$ cat config.mk
export PLATFORM = sky130hd
export DESIGN_NAME = dst_readback_packer
export DESIGN_NICKNAME = d
export VERILOG_FILES = /design/src/rtl/dst_readback_packer.sv
export SDC_FILE = /design/constraint.sdc
export NUM_CORES = 1
export LEC_CHECK = 0
export BUFFER_PORTS_ARGS = -buffer_cell sky130_fd_sc_hd__buf_2
export CAP_MARGIN = 10
export CORE_MARGIN = 2
export CORE_UTILIZATION = 25
export DETAILED_ROUTE_END_ITERATION = 10
export HOLD_SLACK_MARGIN = 0.08
export PLACE_DENSITY = 0.41
export RECOVER_POWER = 25
export SYNTH_ARGS = -nofsm -noshare
export SYNTH_HDL_FRONTEND = slang
export SYNTH_SLANG_ARGS = --single-unit
$ cat constraint.sdc
create_clock -name clk -period 3.28 [get_ports clk]
set_input_delay 0.492 -clock clk [delete_from_list [all_inputs] [get_ports clk]]
set_output_delay 0.492 -clock clk [all_outputs]
set_load 0.01 [all_outputs]
$ cat src/rtl/dst_readback_packer.sv
// Walks the destination image buffer after a downscale, packs 4 pixels per
// 32-bit word into a small FIFO and serves one word per consumer read request.
module dst_readback_packer #(
  parameter int DST_W      = 256,
  parameter int DST_H      = 256,
  parameter int ADDR_W     = 16,
  parameter int FIFO_DEPTH = 4
) (
  input  logic              clk,
  input  logic              rst_n,
  input  logic              start,
  output logic              mem_rd_en,
  output logic [ADDR_W-1:0] mem_addr,
  input  logic [7:0]        mem_rd_data,
  input  logic              rd_req,
  output logic [31:0]       rd_data,
  output logic              rd_valid,
  output logic              busy,
  output logic              done,
  output logic              underflow,
  output logic [ADDR_W-1:0] words_left
);
  localparam int NPIX = DST_W * DST_H;
  localparam int PW   = (FIFO_DEPTH > 1) ? $clog2(FIFO_DEPTH) : 1;
  localparam logic [ADDR_W-1:0] LAST_ADDR  = ADDR_W'(NPIX - 1);
  localparam logic [ADDR_W-1:0] WORDS_INIT = ADDR_W'(NPIX / 4);
  localparam logic [PW:0]       DEPTH_C    = (PW + 1)'(FIFO_DEPTH);

  typedef enum logic [1:0] {IDLE, FETCH, DRAIN, FIN} state_t;

  state_t              state_q, state_d;
  logic [ADDR_W-1:0]   addr_q, addr_d;
  logic [1:0]          sub_q, sub_d;
  logic                open_q, open_d;
  logic                ret_vld_q, ret_vld_d;
  logic                ret_last_q, ret_last_d;
  logic [23:0]         pack_q, pack_d;
  logic [31:0]         fifo_q [FIFO_DEPTH];
  logic [31:0]         fifo_d [FIFO_DEPTH];
  logic [PW-1:0]       wptr_q, wptr_d, rptr_q, rptr_d;
  logic [PW:0]         cnt_q, cnt_d;
  logic [31:0]         rd_data_q, rd_data_d;
  logic                rd_valid_q, rd_valid_d;
  logic                busy_q, busy_d;
  logic                done_q, done_d;
  logic                underflow_q, underflow_d;
  logic [ADDR_W-1:0]   words_left_q, words_left_d;
  logic [PW:0]         slots;
  logic                issue, push, pop;

  // A word that has started reading holds a slot until it lands in the FIFO,
  // so the FIFO can never be asked to take more than it has room for.
  assign slots = cnt_q + (PW + 1)'(open_q);
  assign issue = (state_q == FETCH) && ((sub_q != 2'd0) || (slots < DEPTH_C));
  assign push  = ret_vld_q && ret_last_q;
  assign pop   = rd_req && (cnt_q != '0);

  always_comb begin
    state_d      = state_q;
    addr_d       = addr_q;
    sub_d        = sub_q;
    open_d       = open_q;
    ret_vld_d    = 1'b0;
    ret_last_d   = 1'b0;
    pack_d       = pack_q;
    fifo_d       = fifo_q;
    wptr_d       = wptr_q;
    rptr_d       = rptr_q;
    rd_data_d    = rd_data_q;
    rd_valid_d   = 1'b0;
    busy_d       = busy_q;
    done_d       = done_q;
    underflow_d  = underflow_q;
    words_left_d = words_left_q;

    if (ret_vld_q) pack_d = {mem_rd_data, pack_q[23:8]};
    if (push) begin
      fifo_d[wptr_q] = {mem_rd_data, pack_q};
      wptr_d         = wptr_q + PW'(1);
      open_d         = 1'b0;
    end
    if (pop) begin
      rd_data_d    = fifo_q[rptr_q];
      rptr_d       = rptr_q + PW'(1);
      rd_valid_d   = 1'b1;
      words_left_d = words_left_q - ADDR_W'(1);
    end
    if (rd_req && (cnt_q == '0)) underflow_d = 1'b1;
    cnt_d = cnt_q + (PW + 1)'(push) - (PW + 1)'(pop);

    if (issue) begin
      ret_vld_d  = 1'b1;
      ret_last_d = (sub_q == 2'd3);
      sub_d      = sub_q + 2'd1;
      addr_d     = addr_q + ADDR_W'(1);
      if (sub_q == 2'd0) open_d = 1'b1;
    end

    case (state_q)
      IDLE: if (start) begin
        state_d      = FETCH;
        done_d       = 1'b0;
        underflow_d  = 1'b0;
        words_left_d = WORDS_INIT;
        addr_d       = '0;
        sub_d        = 2'd0;
        busy_d       = 1'b1;
      end
      FETCH: if (issue && (addr_q == LAST_ADDR)) state_d = DRAIN;
      DRAIN: if (!open_q && (cnt_q == '0)) begin
        state_d = FIN;
        done_d  = 1'b1;
        busy_d  = 1'b0;
      end
      default: state_d = IDLE;
    endcase
  end

  always_ff @(posedge clk or negedge rst_n) begin
    if (!rst_n) begin
      state_q      <= IDLE;
      addr_q       <= '0;
      sub_q        <= 2'd0;
      open_q       <= 1'b0;
      ret_vld_q    <= 1'b0;
      ret_last_q   <= 1'b0;
      pack_q       <= '0;
      for (int i = 0; i < FIFO_DEPTH; i++) fifo_q[i] <= '0;
      wptr_q       <= '0;
      rptr_q       <= '0;
      cnt_q        <= '0;
      rd_data_q    <= '0;
      rd_valid_q   <= 1'b0;
      busy_q       <= 1'b0;
      done_q       <= 1'b0;
      underflow_q  <= 1'b0;
      words_left_q <= '0;
    end else begin
      state_q      <= state_d;
      addr_q       <= addr_d;
      sub_q        <= sub_d;
      open_q       <= open_d;
      ret_vld_q    <= ret_vld_d;
      ret_last_q   <= ret_last_d;
      pack_q       <= pack_d;
      fifo_q       <= fifo_d;
      wptr_q       <= wptr_d;
      rptr_q       <= rptr_d;
      cnt_q        <= cnt_d;
      rd_data_q    <= rd_data_d;
      rd_valid_q   <= rd_valid_d;
      busy_q       <= busy_d;
      done_q       <= done_d;
      underflow_q  <= underflow_d;
      words_left_q <= words_left_d;
    end
  end

  a_no_overflow: assert property (@(posedge clk) disable iff (!rst_n)
    !(push && !pop && (cnt_q == DEPTH_C)));

  assign mem_rd_en  = issue;
  assign mem_addr   = addr_q;
  assign rd_data    = rd_data_q;
  assign rd_valid   = rd_valid_q;
  assign busy       = busy_q;
  assign done       = done_q;
  assign underflow  = underflow_q;
  assign words_left = words_left_q;
endmodule
[After elaboration in Yosys (flattened, before gate mapping)]
Index checks and enable logic that the tools add are counted.
Cells by class
  add/sub/neg operators: 8
  order comparisons: 4
  equal/unequal tests: 7
  muxes and demuxes: 34
  bitwise operators: 2
  reduce and logical (&&, ||, !) cells: 17
Operator list (number)
  bitwise mux 128 bit: 1
  two-way mux 16 bit: 6
  two-way mux 32 bit: 3
  binary-select mux 32 bit (select 2 bit): 1
  demux 32 bit (select 2 bit): 1
  adder 16 x 1 -> 16 bit, second input constant: 1
  equality test 16 bit, second input constant: 1
  subtractor 16 x 1 -> 16 bit, second input constant: 1
  two-way mux 1 bit: 13
  two-way mux 2 bit: 6
  logical AND 1 bit: 7
  adder 2 x 1 -> 2 bit, second input constant: 3
  adder 3 x 1 -> 3 bit: 2
  >= comparator 3 bit, second input constant: 2
  NOT 2 -> 3 bit: 2
  one-hot mux 2 bit (3 select lines): 1
  AND reduction 3 bit: 2
  equality test 2 bit, second input constant: 2
  logical NOT 2 bit: 2
  inequality test 2 bit, second input constant: 2
  one-hot mux 1 bit (2 select lines): 2
  nonzero test 2 bit: 2
  logical NOT 3 bit: 1
  < comparator 3 x 1 -> 1 bit, second input constant: 1
  other kinds (7): 7
Storage, ports and cells
  register bits: 234
  input bits: 12
  output and inout bits: 69
  word-level logic and storage cells: 92

[Logic depth before layout (Yosys ltp)]
Gate-level depths: netlist (run 1).
  word-level depth: 7
  gate-level depth with buffers: 11

[Least setup slack after synthesis (run 1)]
Ideal clock, no wire load.
  path type: register to register
  start: register cnt_q[2]
  end: register cnt_q[2]
  arrival: 2591 ps
  data required time: 3156 ps
  slack: 565 ps
  cell stages (with the launch flop): 12
  path buffers: 2
  cells stage by stage: dfrtp_1 nor3_1 nand2b_1 clkbuf_1 inv_1 clkbuf_1 ha_1 inv_1 ha_1 fa_1 xor2_1 xnor2_1
Between the ends
  cells in the longest elaborated chain, start to end: 3
  elaborated cells on any way between the ends: 4
  classes of those cells: add/sub (2); reduce/logical (2)
RTL lines
  start, declared: RTL line 41  | logic [PW:0] cnt_q, cnt_d;
  start signal, assigned: RTL line 149  | cnt_q <= cnt_d;
  nonzero test 3 bit: RTL line 56  | assign pop = rd_req && (cnt_q != '0);
  logical AND 1 bit: RTL line 56
  via pop: RTL line 49  | logic issue, push, pop;
  subtractor 3 x 1 -> 3 bit: RTL line 89  | cnt_d = cnt_q + (PW + 1)'(push) - (PW + 1)'(pop);
  via cnt_d[2]: RTL line 41
The timed path passes the listed nets, and every way through them passes these cells.
A chain may end at the register's enable or synchronous reset.

[Final worst setup path (run 1)]
  start: register sub_q[0]
  end: output port mem_rd_en
Between the ends
  cells in the longest elaborated chain, start to end: 3
RTL lines
  start, declared: RTL line 33  | logic [1:0] sub_q, sub_d;
  start signal, assigned: RTL line 141  | sub_q <= sub_d;
  nonzero test 2 bit: RTL line 54  | assign issue = (state_q == FETCH) && ((sub_q != 2'd0) || (slots < DEPTH_C));
  logical OR 1 bit: RTL line 54
  logical AND 1 bit: RTL line 54
  end, declared: RTL line 12  | output logic mem_rd_en,
No other way between the ends.

==> reports/results.txt, run 1 <==
Status: complete, but fails checks
Failing checks: capacitance limit, slew limit
Post-Syn Nets: 801
Detailed-route via count: 6433
Routed wire length: 25000 µm
Final min period: 2800 ps
Gpl congestion: 0.683
Cell variety after synth: 43
CTS buffer count: 28
RSZ-0062 raised after global routing: no
Vias/cell: 4.54
Worst endpoint data arrival time: 2310 ps
Most frequent cells in the layout: dfrtp_1, mux2_2, nand2_1
Die ar.: 42500 µm²
Peak VDD IR: 0.000383 V
Grt total ovfl: 0
Post-CTS Setup Bufs: 0
Dpl hpwl: 15400 µm
Post-Route Utilization: 0.303
Final setup fails: 0
Synthesized flop and latch total: 234
Fin crit share: 0.854
Depth of the worst register-to-register path: 9
YS warnings: 0
Max-cap check violation count: 1
Post-placement cell count: 1363
Die width: 206 µm
Area Growth Syn to Fin: 20.3%
Number of cell rows: 74
Hold Vio Cnt, Final: 0
Core Area: 40600 µm²
Largest net degree at the start of global routing: 78
Slew margin rel.: -0.419
Initial Util: 0.252
Clock Latency Late Sink: 550 ps
Min-Delay Path Class: in2reg
Gr usage total: 0.121
Setup TNS Final: 0 ps
Layout cell share with drive strength beyond 1: 0.385
Die H: 206 µm
DR pass1 iterations: 5
Initial antenna violation count: 1
Worst-margin pin slew: 2130 ps
CP Capture Type: primary output
Post-Syn Instances: 775
Root buffer cell: clkbuf_16
Final Max Slew Viols: 76
Worst hold slack: 248 ps
Critical Path RT: 2790 ps
Max FO, Critical Path: 29
Clk buf depth: 3
Final #Nets: 888
Vias in the first global route: 6610
Worst-path clk slew: 60 ps
Most common cell after layout, fill and taps aside: dfrtp_1
Synthesized area: 10200 µm²
Diodes inserted: 0
Non-filler cells, final: 1416
Seq/Total Area, Yosys: 0.574
CTS tree: built
Mapped Avg Cell Area: 13.2 µm²
CP startpoint kind: flip-flop
Min-Delay Path Depth: 2
Leakage: 5.85 nW
WL/cell: 17.6 µm
Post-route ant nets: 0
Max Freq: 357 MHz
Fin Clk Skew: 14.7 ps
1st-iter DRT viols: 251
First-pass GRT wire length: 40300 µm
Power Density: 766 nW/µm²
Setup Crit Path Kind: reg2out
Clk sinks: 234
Remaining DRCs: 0
PortBufs: 80
CTS H-Tree Depth: 1
I/O pin cnt: 81
final timing paths:
check / start / end / slack (ps)
max: sub_q[0] / mem_rd_en / 480
min reg2reg: rd_data[9] / rd_data[9] / 470
min: mem_rd_data[2] / fifo_q[26] / 250
min in group asynchronous: rst_n / rd_data[3] / 1090
max reg2reg: cnt_q[2] / cnt_q[2] / 760
max in group asynchronous: rst_n / fifo_q[52] / 750
sequential cells by signal (all words and copies together) (netlist names):
| name | flops |
|---|---|
| fifo_q | 128 |
| rd_data | 32 |
| pack_q | 24 |
| mem_addr | 16 |
| words_left | 16 |
| cnt_q | 3 |
| rptr_q | 2 |
| state_q | 2 |
| sub_q | 2 |
| wptr_q | 2 |
| busy | 1 |
| done | 1 |
| open_q | 1 |
| rd_valid | 1 |
| ret_last_q | 1 |
| ret_vld_q | 1 |
| underflow | 1 |
cells by family after synthesis:
group,count (synthesis),synth area share
and+or+nand+nor,204,0.0956
xor gates and xnor gates,10,0.00858
adders and majority gates,14,0.0179
buffers and inverters,61,0.0226
muxes,190,0.244
AOI/OAI and AO/OA,62,0.0370
DFF,234,0.574
timing repair:
item | 4_1_cts | 5_1_grt
gates resized for setup | 0 | 0
endpoints found under the hold margin | 73 | 0
hold buffers | 1 | 0
cell type report:
| cell class | instances | area (µm²) |
|---|---|---|
| Timing Repair Buffer | 100 | 601 |
| Sequential cell | 234 | 5860 |
| Clock inverter | 9 | 101 |
| Clock buffer | 43 | 838 |
| Fill cell | 4192 | 28300 |
| Inverter | 18 | 67.6 |
| Multi-Input combinational cell | 480 | 4140 |
| Tap cell | 532 | 666 |
worst max-delay path: stages (launching register included):
cell     delay (ps)
dfrtp_1         370
inv_1            70
ha_1            220
and2_1          170
mux2_2          450
nor2_1          290
buf_2           190
metrics by stage:
stage / instance area [µm²] / total power, mW / setup WS, ps
3_3_place_gp: 11300 / 6.35 / 811
5_1_grt: 12300 / 10.0 / 291
4_1_cts: 12300 / 9.62 / 402
3_5_place_dp: 11300 / 6.37 / 741
2_1_floorplan: 10200 / 5.44 / 565
6_report: 12300 / 9.40 / 478
cells in the mapped netlist (all sizes together):
cell / instances / area share
nand4: 10 / 0.0061
nor3: 1 / 0.00049
a211oi: 3 / 0.0022
and2: 3 / 0.0018
a31oi: 2 / 0.0012
and3: 3 / 0.0018
o211ai: 1 / 0.00074
inv: 17 / 0.0063
a21oi: 24 / 0.012
o311ai: 2 / 0.0017
mux2i: 4 / 0.0039
clkbuf: 27 / 0.0099
a21o: 1 / 0.00074
a2bb2oi: 1 / 0.00086
nor2: 14 / 0.0051
nand2b: 8 / 0.0049
a22o: 1 / 0.00086
ha: 13 / 0.016
nand2: 114 / 0.042
nor4: 7 / 0.0043
clkinv: 1 / 0.00037
fa: 1 / 0.0020
mux4: 32 / 0.071
nor2b: 1 / 0.00061
nand4b: 1 / 0.00086
xnor2: 5 / 0.0043
or4: 15 / 0.012
o21ai: 15 / 0.0074
nand3: 14 / 0.0069
dfrtp: 234 / 0.57
nor3b: 1 / 0.00074
o41ai: 2 / 0.0017
or4b: 1 / 0.00098
buf: 16 / 0.0060
a41o: 2 / 0.0020
xor2: 5 / 0.0043
or3: 10 / 0.0064
mux2: 154 / 0.17
and4: 1 / 0.00086
o31ai: 8 / 0.0059
report_power, final:
part | total, mW | internal (mW) | switching (mW)
Combinational | 2.26 | 1.04 | 1.22
Clock | 3.16 | 1.91 | 1.25
Sequential | 3.98 | 3.39 | 0.590
Total | 9.40 | 6.35 | 3.06
routing by layer:
| metal | routed length [µm] | global-route usage | part of all wire |
|---|---|---|---|
| met5 | 13 | 0 | 0.00052 |
| met4 | 452 | 0.0309 | 0.018 |
| met3 | 871 | 0.0207 | 0.035 |
| met2 | 11400 | 0.186 | 0.46 |
| met1 | 12300 | 0.177 | 0.49 |
(Power assumes the default switching activity.)
==> run 2, diff against run 1 <==
--- a/config.mk
+++ b/config.mk
@@ -7,7 +7,7 @@
 export LEC_CHECK = 0
 export BUFFER_PORTS_ARGS = -buffer_cell sky130_fd_sc_hd__buf_2
 export CAP_MARGIN = 10
-export CORE_MARGIN = 2
+export CORE_ASPECT_RATIO = 0.7
 export CORE_UTILIZATION = 25
 export DETAILED_ROUTE_END_ITERATION = 10
 export HOLD_SLACK_MARGIN = 0.08
==> constraint.sdc (replaced) <==
create_clock -name clk -period 3 [get_ports clk]
set_input_delay 0.45 -clock clk [delete_from_list [all_inputs] [get_ports clk]]
set_output_delay 0.45 -clock clk [all_outputs]
set_load 0.01 [all_outputs]
==> run 2 against run 1 <==
The run still ends with capacitance limit, slew limit left. Critical path depth did not move. Core utilization rose by 0.56 points. Power rose by 11%. Setup slack got worse by 270 ps. Die area fell by 1.9%. Largest cell class unchanged.
==> reports/results.txt, run 2 (synthesis gave the netlist of run 1 again) <==
Status: complete, but fails checks
Failing checks: capacitance limit, slew limit
Layout cell share with drive strength beyond 1: 0.388 (+0.00288)
Initial antenna violation count: 0 (-1)
NetSw: 3.36 mW (+9.8%)
Clk sinks: 234 (unchanged)
Number of cell rows: 61 (-18%)
Most frequent cells in the layout: dfrtp_1, mux2_2, nand2_1
Gpl congestion: 0.738 (+8.1%)
CTS tree: built
Min-Delay Path Class: in2reg
Peak VDD IR: 0.000351 V (-8.5%)
Power Density: 844 nW/µm² (+10%)
Gr usage total: 0.125 (+0.00327)
Worst-margin pin slew: 2120 ps (-10.6 ps)
Routed wire length: 25200 µm (+0.73%)
Vias/cell: 4.50 (-0.86%)
Final min period: 2800 ps
Root buffer cell: clkbuf_16
Power share of the clock group: 0.336 (about the same)
Largest register by flop count: fifo_q
Fin Clk Skew: 23.6 ps (+8.92 ps)
Sequential share of power: 0.421 (-0.002)
Initial Util: 0.255 (+0.00353)
CP Capture Type: primary output
Worst endpoint data arrival time: 2350 ps (+40 ps)
First-pass GRT wire length: 40600 µm (+0.86%)
Critical Path RT: 2550 ps (-240 ps)
CTS buffer count: 26 (-7.1%)
Most common cell after layout, fill and taps aside: dfrtp_1
Switching share of power: 0.323 (-0.00238)
Die width: 243 µm (+18%)
Diodes inserted: 0 (unchanged)
RSZ-0062 raised after global routing: no
Grt total ovfl: 0 (unchanged)
Post-Route Utilization: 0.308 (+0.00562)
Hold Vio Cnt, Final: 0 (unchanged)
Clock Latency Late Sink: 550 ps (about the same)
Detailed-route via count: 6373 (-0.93%)
Dpl hpwl: 15500 µm (+1.3%)
Final Max Slew Viols: 72 (-5.3%)
Clk buf depth: 3 (unchanged)
Final #Nets: 886 (-0.23%)
CTS H-Tree Depth: 1 (unchanged)
Slew margin rel.: -0.412 (+0.00708)
Max FO, Critical Path: 29 (unchanged)
Cell Chain, Critical Path: inv_1 > ha_1 > and2_1 > mux2_2 > nor2_1 > buf_2
Fin crit share: 0.932
Largest net degree at the start of global routing: 76 (-2.6%)
Final setup fails: 0 (unchanged)
Combinational Power Share: 0.242 (+0.002)
Largest register FFs: 128 (unchanged)
DP Worst Slack: 680 ps (-61.1 ps)
Remaining DRCs: 0 (unchanged)
CP startpoint kind: flip-flop
Worst path max stage delay: 460 ps (about the same)
Setup Crit Path Kind: reg2out
I/O pin cnt: 81 (unchanged)
Core Area: 40000 µm² (-1.4%)
Leakage: 5.88 nW (+0.44%)
Post-CTS Setup Bufs: 0 (unchanged)
Die ar.: 41600 µm² (-1.9%)
WL/cell: 17.8 µm (+0.80%)
Max-cap check violation count: 1 (unchanged)
Vias in the first global route: 6591 (-0.29%)
Internal cell power: 7.04 mW (+11%)
Slowest cell on crit path: mux2_2
Die H: 171 µm (-17%)
Final setup margin: 203 ps (-275 ps)
Setup TNS Final: 0 ps (unchanged)
DR pass1 iterations: 4 (-1)
Max Freq: 358 MHz
1st-iter DRT viols: 299 (+19%)
Post-route ant nets: 0 (unchanged)
Area Growth Syn to Fin: 20.8%
PortBufs: 80 (unchanged)
Worst-path clk slew: 60 ps (about the same)
## run 2: critical path: cells and delay by family, from the launching register on
family,cells,cell delay (ps)
multiplexers,1,460
AND/OR/NAND/NOR,2,490
flip-flops,1,370
adder cells (fa/ha/maj),1,230
buffers and inverters,2,260
## run 2: layout make-up
cell class / count / area (µm²)
Clock buffer: 38 / 786
Clock inverter: 10 / 165
Fill cell: 4046 / 27700
Inverter: 18 / 67.6
Multi-Input combinational cell: 480 / 4140
Sequential cell: 234 / 5860
Tap cell: 535 / 669
Timing Repair Buffer: 100 / 641
## run 2: stage by stage
stage / hold WS [ps] / cell area, µm² / total power, mW / cells
2_1_floorplan: 154 / 10200 / 5.95 / 775
3_3_place_gp: 458 / 11400 / 7.03 / 1366
3_5_place_dp: 457 / 11400 / 7.04 / 1366
4_1_cts: 181 / 12300 / 10.6 / 1415
5_1_grt: 193 / 12300 / 11.1 / 1415
6_report: 199 / 12300 / 10.4 / 1415
## run 2: worst paths after layout
check,start,to,slack (ps),cells after the start
worst max-delay path,sub_q[0],mem_rd_en,200,6
worst min-delay path,mem_rd_data[0],fifo_q[88],200,2
worst max register to register,cnt_q[2],words_left[12],710,8
worst min register to register,rd_data[6],rd_data[6],470,2
max in group asynchronous,rst_n,fifo_q[36],670,2
min in group asynchronous,rst_n,rd_data[29],1020,2
## run 2: what timing repair did
action / CTS / global route
hold buffers: 1 / 0
hold endpoints to repair: 71 / 0
gates resized for setup: 0 / 0
## run 2: power groups by stage
stage,Clock [mW],Combinational (mW),Sequential (mW)
final,3.50,2.52,4.38
after global routing,3.76,2.81,4.50
after CTS,3.63,2.59,4.40
after detailed placement,0,2.58,4.45
after global placement,0,2.58,4.45
after floorplan,0,1.73,4.21
## run 2: per-layer routing
| metal | vias to the layer above | global-route usage | wire length (µm) |
|---|---|---|---|
| met5 | - | 0 | 0 |
| met4 | 0 | 0.0276 | 463 |
| li1 | 2962 | - | - |
| met1 | 3301 | 0.184 | 12900 |
| met3 | 36 | 0.0220 | 717 |
| met2 | 74 | 0.188 | 11000 |
